==> src/rtl/ram_arbiter_if.sv <==
// Requester-side bundle for one port of the data RAM arbiter.
// The master is the requester and the slave is the arbiter.
interface ram_arbiter_if;
  logic        req;
  logic        we;
  logic [31:0] addr;
  logic [31:0] wdata;
  logic        ready;
  logic        rvalid;
  logic [31:0] rdata;
  logic        err;

  modport master (
    output req, we, addr, wdata,
    input  ready, rvalid, rdata, err
  );

  modport slave (
    input  req, we, addr, wdata,
    output ready, rvalid, rdata, err
  );
endinterface

==> src/rtl/ram_arbiter.sv <==
// Round-robin arbiter that shares the data RAM between the CPU and debug ports.
// It also flags out-of-range accesses and keeps saturating grant counters.
module ram_arbiter #(
  parameter int DEPTH = 256,
  parameter int CNT_W = 16
) (
  input  logic             CLK,
  input  logic             reset,
  ram_arbiter_if.slave     cpu,
  ram_arbiter_if.slave     dbg,
  output logic [31:0]      ram_addr,
  output logic [31:0]      ram_write_data,
  output logic             ram_memread,
  output logic             ram_memwrite,
  input  logic [31:0]      ram_read_data,
  input  logic             cnt_clr,
  output logic [CNT_W-1:0] cnt_cpu,
  output logic [CNT_W-1:0] cnt_dbg
);
  typedef enum logic {
    P_CPU = 1'b0,
    P_DBG = 1'b1
  } port_e;

  localparam logic [31:0] LIMIT = 32'(DEPTH);

  port_e            prio_q, prio_d;
  logic             gnt_cpu, gnt_dbg, gnt;
  logic             sel_we;
  logic [31:0]      sel_addr, sel_wdata;
  logic             in_rng, fwd;

  logic             tag_v_q, tag_v_d;
  port_e            tag_p_q, tag_p_d;
  logic             tag_e_q, tag_e_d;
  logic             tag_w_q, tag_w_d;
  logic             rsp_rd;

  logic [CNT_W-1:0] cnt_cpu_q, cnt_cpu_d;
  logic [CNT_W-1:0] cnt_dbg_q, cnt_dbg_d;

  always_comb begin
    gnt_cpu = ~reset & cpu.req & (~dbg.req | (prio_q == P_CPU));
    gnt_dbg = ~reset & dbg.req & ~gnt_cpu;
    gnt     = gnt_cpu | gnt_dbg;

    sel_we    = 1'b0;
    sel_addr  = '0;
    sel_wdata = '0;
    unique case (1'b1)
      gnt_cpu: begin
        sel_we    = cpu.we;
        sel_addr  = cpu.addr;
        sel_wdata = cpu.wdata;
      end
      gnt_dbg: begin
        sel_we    = dbg.we;
        sel_addr  = dbg.addr;
        sel_wdata = dbg.wdata;
      end
      default: ;
    endcase

    in_rng = sel_addr < LIMIT;
    fwd    = gnt & in_rng;
  end

  assign cpu.ready = gnt_cpu;
  assign dbg.ready = gnt_dbg;

  assign ram_addr       = fwd ? sel_addr : '0;
  assign ram_write_data = fwd ? sel_wdata : '0;
  assign ram_memwrite   = fwd & sel_we;
  assign ram_memread    = fwd & ~sel_we;

  always_comb begin
    prio_d = prio_q;
    if (gnt) prio_d = gnt_cpu ? P_DBG : P_CPU;

    // Errored writes take a slot too, so their err pulse lines up.
    tag_v_d = gnt & (~sel_we | ~in_rng);
    tag_p_d = gnt_dbg ? P_DBG : P_CPU;
    tag_e_d = ~in_rng;
    tag_w_d = sel_we;

    cnt_cpu_d = cnt_cpu_q;
    cnt_dbg_d = cnt_dbg_q;
    if (cnt_clr) begin
      cnt_cpu_d = '0;
      cnt_dbg_d = '0;
    end else begin
      if (gnt_cpu && !(&cnt_cpu_q))
        cnt_cpu_d = cnt_cpu_q + CNT_W'(1);
      if (gnt_dbg && !(&cnt_dbg_q))
        cnt_dbg_d = cnt_dbg_q + CNT_W'(1);
    end
  end

  always_ff @(posedge CLK or posedge reset) begin
    if (reset) begin
      prio_q    <= P_CPU;
      tag_v_q   <= 1'b0;
      tag_p_q   <= P_CPU;
      tag_e_q   <= 1'b0;
      tag_w_q   <= 1'b0;
      cnt_cpu_q <= '0;
      cnt_dbg_q <= '0;
    end else begin
      prio_q    <= prio_d;
      tag_v_q   <= tag_v_d;
      tag_p_q   <= tag_p_d;
      tag_e_q   <= tag_e_d;
      tag_w_q   <= tag_w_d;
      cnt_cpu_q <= cnt_cpu_d;
      cnt_dbg_q <= cnt_dbg_d;
    end
  end

  assign rsp_rd = tag_v_q & ~tag_w_q;

  assign cpu.rvalid = rsp_rd & (tag_p_q == P_CPU);
  assign dbg.rvalid = rsp_rd & (tag_p_q == P_DBG);
  assign cpu.err    = tag_v_q & tag_e_q & (tag_p_q == P_CPU);
  assign dbg.err    = tag_v_q & tag_e_q & (tag_p_q == P_DBG);

  assign cpu.rdata = (cpu.rvalid & ~tag_e_q) ? ram_read_data : '0;
  assign dbg.rdata = (dbg.rvalid & ~tag_e_q) ? ram_read_data : '0;

  assign cnt_cpu = cnt_cpu_q;
  assign cnt_dbg = cnt_dbg_q;
endmodule
==> src/flat_wrapper.sv <==
// flat-port wrapper written by rule: the top's interface ports become plain ports
module ram_arbiter_flat 
#(
  parameter int DEPTH = 256,
  parameter int CNT_W = 16
)
  (CLK, reset, ram_addr, ram_write_data, ram_memread, ram_memwrite, ram_read_data, cnt_clr, cnt_cpu, cnt_dbg, cpu_req, cpu_we, cpu_addr, cpu_wdata, cpu_ready, cpu_rvalid, cpu_rdata, cpu_err, dbg_req, dbg_we, dbg_addr, dbg_wdata, dbg_ready, dbg_rvalid, dbg_rdata, dbg_err);
  ram_arbiter_if cpu_i ();
  ram_arbiter_if dbg_i ();
  input  logic CLK;
  input  logic reset;
  output logic [31:0] ram_addr;
  output logic [31:0] ram_write_data;
  output logic ram_memread;
  output logic ram_memwrite;
  input  logic [31:0] ram_read_data;
  input  logic cnt_clr;
  output logic [CNT_W-1:0] cnt_cpu;
  output logic [CNT_W-1:0] cnt_dbg;
  input wire logic [$bits(cpu_i.req)-1:0] cpu_req;
  input wire logic [$bits(cpu_i.we)-1:0] cpu_we;
  input wire logic [$bits(cpu_i.addr)-1:0] cpu_addr;
  input wire logic [$bits(cpu_i.wdata)-1:0] cpu_wdata;
  output wire logic [$bits(cpu_i.ready)-1:0] cpu_ready;
  output wire logic [$bits(cpu_i.rvalid)-1:0] cpu_rvalid;
  output wire logic [$bits(cpu_i.rdata)-1:0] cpu_rdata;
  output wire logic [$bits(cpu_i.err)-1:0] cpu_err;
  input wire logic [$bits(dbg_i.req)-1:0] dbg_req;
  input wire logic [$bits(dbg_i.we)-1:0] dbg_we;
  input wire logic [$bits(dbg_i.addr)-1:0] dbg_addr;
  input wire logic [$bits(dbg_i.wdata)-1:0] dbg_wdata;
  output wire logic [$bits(dbg_i.ready)-1:0] dbg_ready;
  output wire logic [$bits(dbg_i.rvalid)-1:0] dbg_rvalid;
  output wire logic [$bits(dbg_i.rdata)-1:0] dbg_rdata;
  output wire logic [$bits(dbg_i.err)-1:0] dbg_err;
  assign cpu_i.req = cpu_req;
  assign cpu_i.we = cpu_we;
  assign cpu_i.addr = cpu_addr;
  assign cpu_i.wdata = cpu_wdata;
  assign cpu_ready = cpu_i.ready;
  assign cpu_rvalid = cpu_i.rvalid;
  assign cpu_rdata = cpu_i.rdata;
  assign cpu_err = cpu_i.err;
  assign dbg_i.req = dbg_req;
  assign dbg_i.we = dbg_we;
  assign dbg_i.addr = dbg_addr;
  assign dbg_i.wdata = dbg_wdata;
  assign dbg_ready = dbg_i.ready;
  assign dbg_rvalid = dbg_i.rvalid;
  assign dbg_rdata = dbg_i.rdata;
  assign dbg_err = dbg_i.err;
  ram_arbiter #(.DEPTH(DEPTH), .CNT_W(CNT_W)) u_core (.CLK(CLK), .reset(reset), .cpu(cpu_i), .dbg(dbg_i), .ram_addr(ram_addr), .ram_write_data(ram_write_data), .ram_memread(ram_memread), .ram_memwrite(ram_memwrite), .ram_read_data(ram_read_data), .cnt_clr(cnt_clr), .cnt_cpu(cnt_cpu), .cnt_dbg(cnt_dbg));
endmodule
==> config.mk <==
export PLATFORM = sky130hd
export DESIGN_NAME = ram_arbiter_flat
export DESIGN_NICKNAME = d
export VERILOG_FILES = /design/src/rtl/ram_arbiter_if.sv /design/src/rtl/ram_arbiter.sv /design/src/flat_wrapper.sv
export SDC_FILE = /design/constraint.sdc
export NUM_CORES = 1
export LEC_CHECK = 0
export ABC_AREA = 1
export CAP_MARGIN = 20
export CORE_AREA = 4 4 130 132
export CTS_CLUSTER_DIAMETER = 30
export DETAILED_ROUTE_END_ITERATION = 6
export DIE_AREA = 0 0 134 136
export DONT_BUFFER_PORTS = 1
export SLEW_MARGIN = 20
export SYNTH_ARGS = -nofsm -noshare
export SYNTH_HDL_FRONTEND = slang
export SYNTH_SLANG_ARGS = --single-unit
==> constraint.sdc <==
create_clock -name CLK -period 2.75 [get_ports CLK]
set_input_delay 0.275 -clock CLK [delete_from_list [all_inputs] [get_ports CLK]]
set_output_delay 0.275 -clock CLK [all_outputs]
set_load 0.05 [all_outputs]
# --- Word level (Yosys, flattened, before mapping) ---
# Index checks and enable logic that the tools add are counted.
classes:
  add_sub_neg: 2
  mul: 0
  n_div: 0
  n_lt_le_gt_ge: 1
  eq_ne: 0
  shift: 0
  muxes: 13
  bitwise: 28
  reduce_logical: 8
ops:
  columns: ["cell", "count"]
  rows:
  - ["$mux 32", 4]
  - ["$pmux 32 s2", 2]
  - ["$mux 16", 4]
  - ["$add 16x1->16 const B", 2]
  - ["$lt 32x9->1 const B", 1]
  - ["$reduce_and 16->1", 2]
  - ["$and 1x1->1", 16]
  - ["$not 1->1", 9]
  - ["$reduce_bool 2->1", 2]
  - ["$or 1x1->1", 3]
  - ["$logic_and 1x1->1", 2]
  - ["$logic_not 1->1", 2]
  - ["$mux 1", 2]
  - ["$pmux 1 s2", 1]
totals:
  reg_bits: 37
  latch_bits: 0
  mem_bits_rw: 0
  rom_bits: 0
  input_bits: 167
  out_inout_bits: 168
  wordCells: 59
  n_memories: 0

# --- Longest topological paths before layout ---
depth:
  word_depth: 10
  ltp_mapped: 13
  mapped_depth_nobuf: 11

# --- Worst setup path before layout ---
# No wires, ideal clock.
synth_timing:
  kind: "reg2out"
  start: "reg u_core.tag_p_q"
  end: "out dbg_rdata[10]"
  arrival_time_ps: 2737
  slack_ps: -262
  path_stages_with_launch: 6
  n_path_buf: 1
  cell_sequence: "dfrtp_1 inv_1 nor3_1 nand2_1 clkbuf_1 nor2_1"
synth_via:
  elab_chain_cells: 3
synth_rtl:
  columns: ["element", "line", "text"]
  rows:
  - ["from (decl)", "ram_arbiter.sv:34", "port_e tag_p_q, tag_p_d;"]
  - ["from (signal assigned)", "ram_arbiter.sv:111", "tag_p_q <= tag_p_d;"]
  - ["$and 1x1->1", "ram_arbiter.sv:122", "assign dbg.rvalid = rsp_rd & (tag_p_q == P_DBG);"]
  - ["net dbg_rvalid", "flat_wrapper.sv:33", "output wire logic [$bits(dbg_i.rvalid)-1:0] dbg_rvalid;"]
  - ["$and 1x1->1", "ram_arbiter.sv:127", "assign dbg.rdata = (dbg.rvalid & ~tag_e_q) ? ram_read_data : '0;"]
  - ["$mux 32", "ram_arbiter.sv:127", null]
  - ["to (decl)", "flat_wrapper.sv:34", "output wire logic [$bits(dbg_i.rdata)-1:0] dbg_rdata;"]
# The timed path passes the listed nets, and every way through them passes these cells.

# --- Worst setup path in the final report ---
layout_timing:
  start: "reg u_core.prio_q"
  end: "out ram_addr[0]"
layout_via:
  elab_chain_cells: 9
  word_cells_on_any_way: 10
  cone_classes: "1 x order compare; 2 x mux; 7 x bitwise"
layout_rtl:
  columns: ["element", "line", "text"]
  rows:
  - ["from (decl)", "ram_arbiter.sv:27", "port_e prio_q, prio_d;"]
  - ["from (signal assigned)", "ram_arbiter.sv:109", "prio_q <= prio_d;"]
  - ["$not 1->1 *", "ram_arbiter.sv:43", "gnt_cpu = ~reset & cpu.req & (~dbg.req | (prio_q == P_CPU));"]
  - ["$or 1x1->1 *", "ram_arbiter.sv:43", null]
  - ["$and 1x1->1 *", "ram_arbiter.sv:43", null]
  - ["$not 1->1", "ram_arbiter.sv:44", "gnt_dbg = ~reset & dbg.req & ~gnt_cpu;"]
  - ["$and 1x1->1", "ram_arbiter.sv:44", null]
  - ["$pmux 32 s2", "ram_arbiter.sv:50", "unique case (1'b1)"]
  - ["$lt 32x9->1", "ram_arbiter.sv:64", "in_rng = sel_addr < LIMIT;"]
  - ["$and 1x1->1", "ram_arbiter.sv:65", "fwd = gnt & in_rng;"]
  - ["$mux 32 *", "ram_arbiter.sv:71", "assign ram_addr = fwd ? sel_addr : '0;"]
  - ["to (decl)", "flat_wrapper.sv:12", "output logic [31:0] ram_addr;"]
# Mark *: on every way between the ends. The rest lies on a longest branch, timed or not.

==> qor.yml <==
grt:
  grt_usage_pct: 14.8
  grt_pass1_wl_microns: 21700
  grt_max_degree: 43
  antenna_found_initial: 0
  grt_pass1_vias: 4106
  overflow: 0
sta:
  finalClockSkew_ps: 7.16
  final-max-slew-violation-count: 0
  fin_crit_sh_pct: 95.0
  tns_ps: 0
  fin_crit_ps: 2610
  finalHoldViolCount: 0
  fmax_ghz: 0.383
  worst_pin_slew_ps: 640
  holdWs_ps: 42.7
  slew_headroom_pct: 56.9
  setup_ws_ps: 137
  finalSetupViolCount: 0
critical_path:
  crit_fanout: 41
  ff2ff_setup_slack_ps: 300
  crit_path_start_kind: "flip-flop"
  end_kind: "output pin"
  cp.required_ps: 2480
  path_class: "flip-flop to output pin"
  cp.arrival_ps: 2340
drt:
  drcViolationCount: 0
  wl_per_cell_microns: 15.4
  vias_per_cell: 4.55
  via_count: 4505
  drt_iter0_markers: 224
  wirelength_microns: 15300
  drt-pass1-iter-count: 4
  antenna_left: 0
die:
  die_y_microns: 136
  io_pins: 335
  initial_core_util_pct: 25.0
  die-area_sq_mm: 0.0182
  rows: 46
  core_sq_mm: 0.0157
  chipWidth_microns: 134
final_layout:
  final_common_cell: "buf_4"
  diodes: 0
  syn2layout_area_growth_pct: 36.3
  nets: 943
  drive_gt1_share_pct: 28.4
  fillers: 1703
  final_area_sq_mm: 0.00535
  multi_input_area_sq_mm: 0.00236
  ff_latch_area_sq_um: 926
  mostFrequentLayoutCells: "buf_4 (152), nor2_1 (114), inv_1 (109), nand2_1 (106), nand3_1 (47)"
run:
  maxCapViolCount: 0
synth:
  ys_ff_latch: 37
  syn_area_per_cell_sq_um: 6.14
  synth_area_sq_mm: 0.00392
  synth.area.mux_share_pct: 0
  synth-simple-area-share_pct: 39.6
  netlist_instances: 639
  synth-adder-area-share_pct: 0.638
  synth_edf_count: 0
  synth-compound-area-share_pct: 14.3
  synth_top_family_by_area: "simple AND/OR/NAND/NOR gates"
  synth-main-ff-cell: "dfrtp_1"
  yosysSeqAreaShare_pct: 23.6
  ys_warn_count: 0
  synth-async-reset-ratio_pct: 100
  synth_cell_type_count: 32
  synthXorXnorAreaFrac_pct: 2.23
power_and_ir_drop:
  intPower_mw: 1.00
  power_mw: 1.57
  p_sw_mw: 0.564
  clkPwrFrac_pct: 38.2
  p_comb_share_pct: 26.1
  ir_drop_mv: 0.222
  seq_power_share_pct: 35.7
  switching_share_pct: 36.0
  power_density_mw_per_mm2: 293
  p_leak_nw: 2.74
cts:
  cts_made_buffers: 5
  clock_sink_count: 37
  cts_tree: "yes"
  clockBufferDepth: 2
  insertion_delay_ps: 290
  clkTransAtPathRegs_ps: 70
  htree_levels: 2
  cts-root-buf: "clkbuf_16"
hold_path:
  hold_class: "primary input to flip-flop"
status:
  status: "finished clean"
placement:
  dp_hpwl_microns: 12700
  port-buffer-count: 0
  gp_congestion: 0.853
  postPlaceCellArea_sq_mm: 0.00512
  place_ws_ps: 207
## worst max-delay path, cell delays in order, from the launching register on
cell and delay [ps]:
dfrtp_1 410, nand2_4 120, nand3_4 140, buf_2 200
nand3_1 70, nand2_1 50, nor2_1 100, nand2_1 70
nor2_2 180, nand4_4 130, buf_12 210, nor2_2 130
buf_4 210
## flip-flops by register name, summed over array words and instances (netlist names)
| signal | flops |
|---|---|
| u_core.cnt_dbg | 16 |
| u_core.tag_v_q | 1 |
| u_core.cnt_cpu | 16 |
| u_core.prio_q | 1 |
| u_core.tag_w_q | 1 |
| u_core.tag_e_q | 1 |
| u_core.tag_p_q | 1 |
## layer usage
layer | up-vias | wire length (microns) | global-route usage, %
li1 | 2230 | - | -
met1 | 2044 | 6080 | 18.3
met2 | 222 | 7660 | 25.9
met3 | 9 | 1480 | 4.40
met4 | 0 | 80 | 2.23
met5 | - | 0 | 0
## power groups by stage
| stage | logic (mW) | registers (mW) | clock network, mW |
|---|---|---|---|
| after global routing | 0.447 | 0.560 | 0.647 |
| after CTS | 0.398 | 0.558 | 0.622 |
| after floorplan | 0.338 | 0.583 | 0 |
| after global placement | 0.392 | 0.568 | 0 |
| after detailed placement | 0.395 | 0.569 | 0 |
| final | 0.408 | 0.560 | 0.599 |
## per-stage QoR
step | std cells | utilization [%]
6_report | 991 | 34.0
4_1_cts | 986 | 33.6
5_1_grt | 991 | 34.0
3_5_place_dp | 978 | 32.6
3_3_place_gp | 978 | 32.6
2_1_floorplan | 662 | -
## logic make-up (layout without fill, tap and decap cells)
family          Yosys count  after routing
simple gates            346            347
xor+xnor                 10             10
flops                    37             37
fa+ha+maj                 2              2
buf+inv                 166            278
compound gates           77             77
other cells               1             24
## cells in the mapped netlist, types with 6 or more instances
| library cell | count | area (sq um) |
|---|---|---|
| a21oi_1 | 11 | 55.1 |
| a22o_1 | 40 | 350 |
| buf_2 | 7 | 35.0 |
| buf_4 | 24 | 180 |
| buf_6 | 6 | 67.6 |
| clkbuf_1 | 17 | 63.8 |
| dfrtp_1 | 37 | 926 |
| inv_1 | 109 | 409 |
| nand2_1 | 107 | 402 |
| nand3_1 | 47 | 235 |
| nand4_1 | 8 | 50.1 |
| nor2_1 | 116 | 435 |
| nor2_2 | 41 | 257 |
| nor3_1 | 19 | 95.1 |
| o21ai_0 | 16 | 80.1 |
| o31ai_1 | 6 | 45.0 |
| xor2_1 | 8 | 70.1 |
## what timing repair did
action	in CTS	in global routing
hold buffers	0	0
gates resized for setup	2	7
pin swaps	0	1
buffers inserted	0	4
gates cloned	0	1
endpoints found under the setup margin	41	42
## cell type report
| class | count | area share (%) |
|---|---|---|
| Tap cell | 216 | 5.06 |
| Clock inverter | 3 | 0.468 |
| Sequential cell | 37 | 17.3 |
| Inverter | 112 | 7.91 |
| Clock buffer | 5 | 2.34 |
| Multi-Input combinational cell | 460 | 44.1 |
| Timing Repair Buffer | 158 | 22.8 |
## path summary, 6_finish.rpt
kind,depth (start not counted),endpoint,startpoint
worst max-delay path,12,ram_addr[0],u_core.prio_q$_DFFE_PP0N_
worst min-delay path,1,u_core.cnt_dbg[1]$_DFFE_PP0P_,cnt_clr
worst max register to register,13,u_core.cnt_dbg[9]$_DFFE_PP0P_,u_core.prio_q$_DFFE_PP0N_
worst min register to register,2,u_core.prio_q$_DFFE_PP0N_,u_core.prio_q$_DFFE_PP0N_
max in group asynchronous,2,u_core.cnt_dbg[8]$_DFFE_PP0P_,reset
min in group asynchronous,2,u_core.prio_q$_DFFE_PP0N_,reset
No activity file was read; power rests on OpenSTA's default activity.
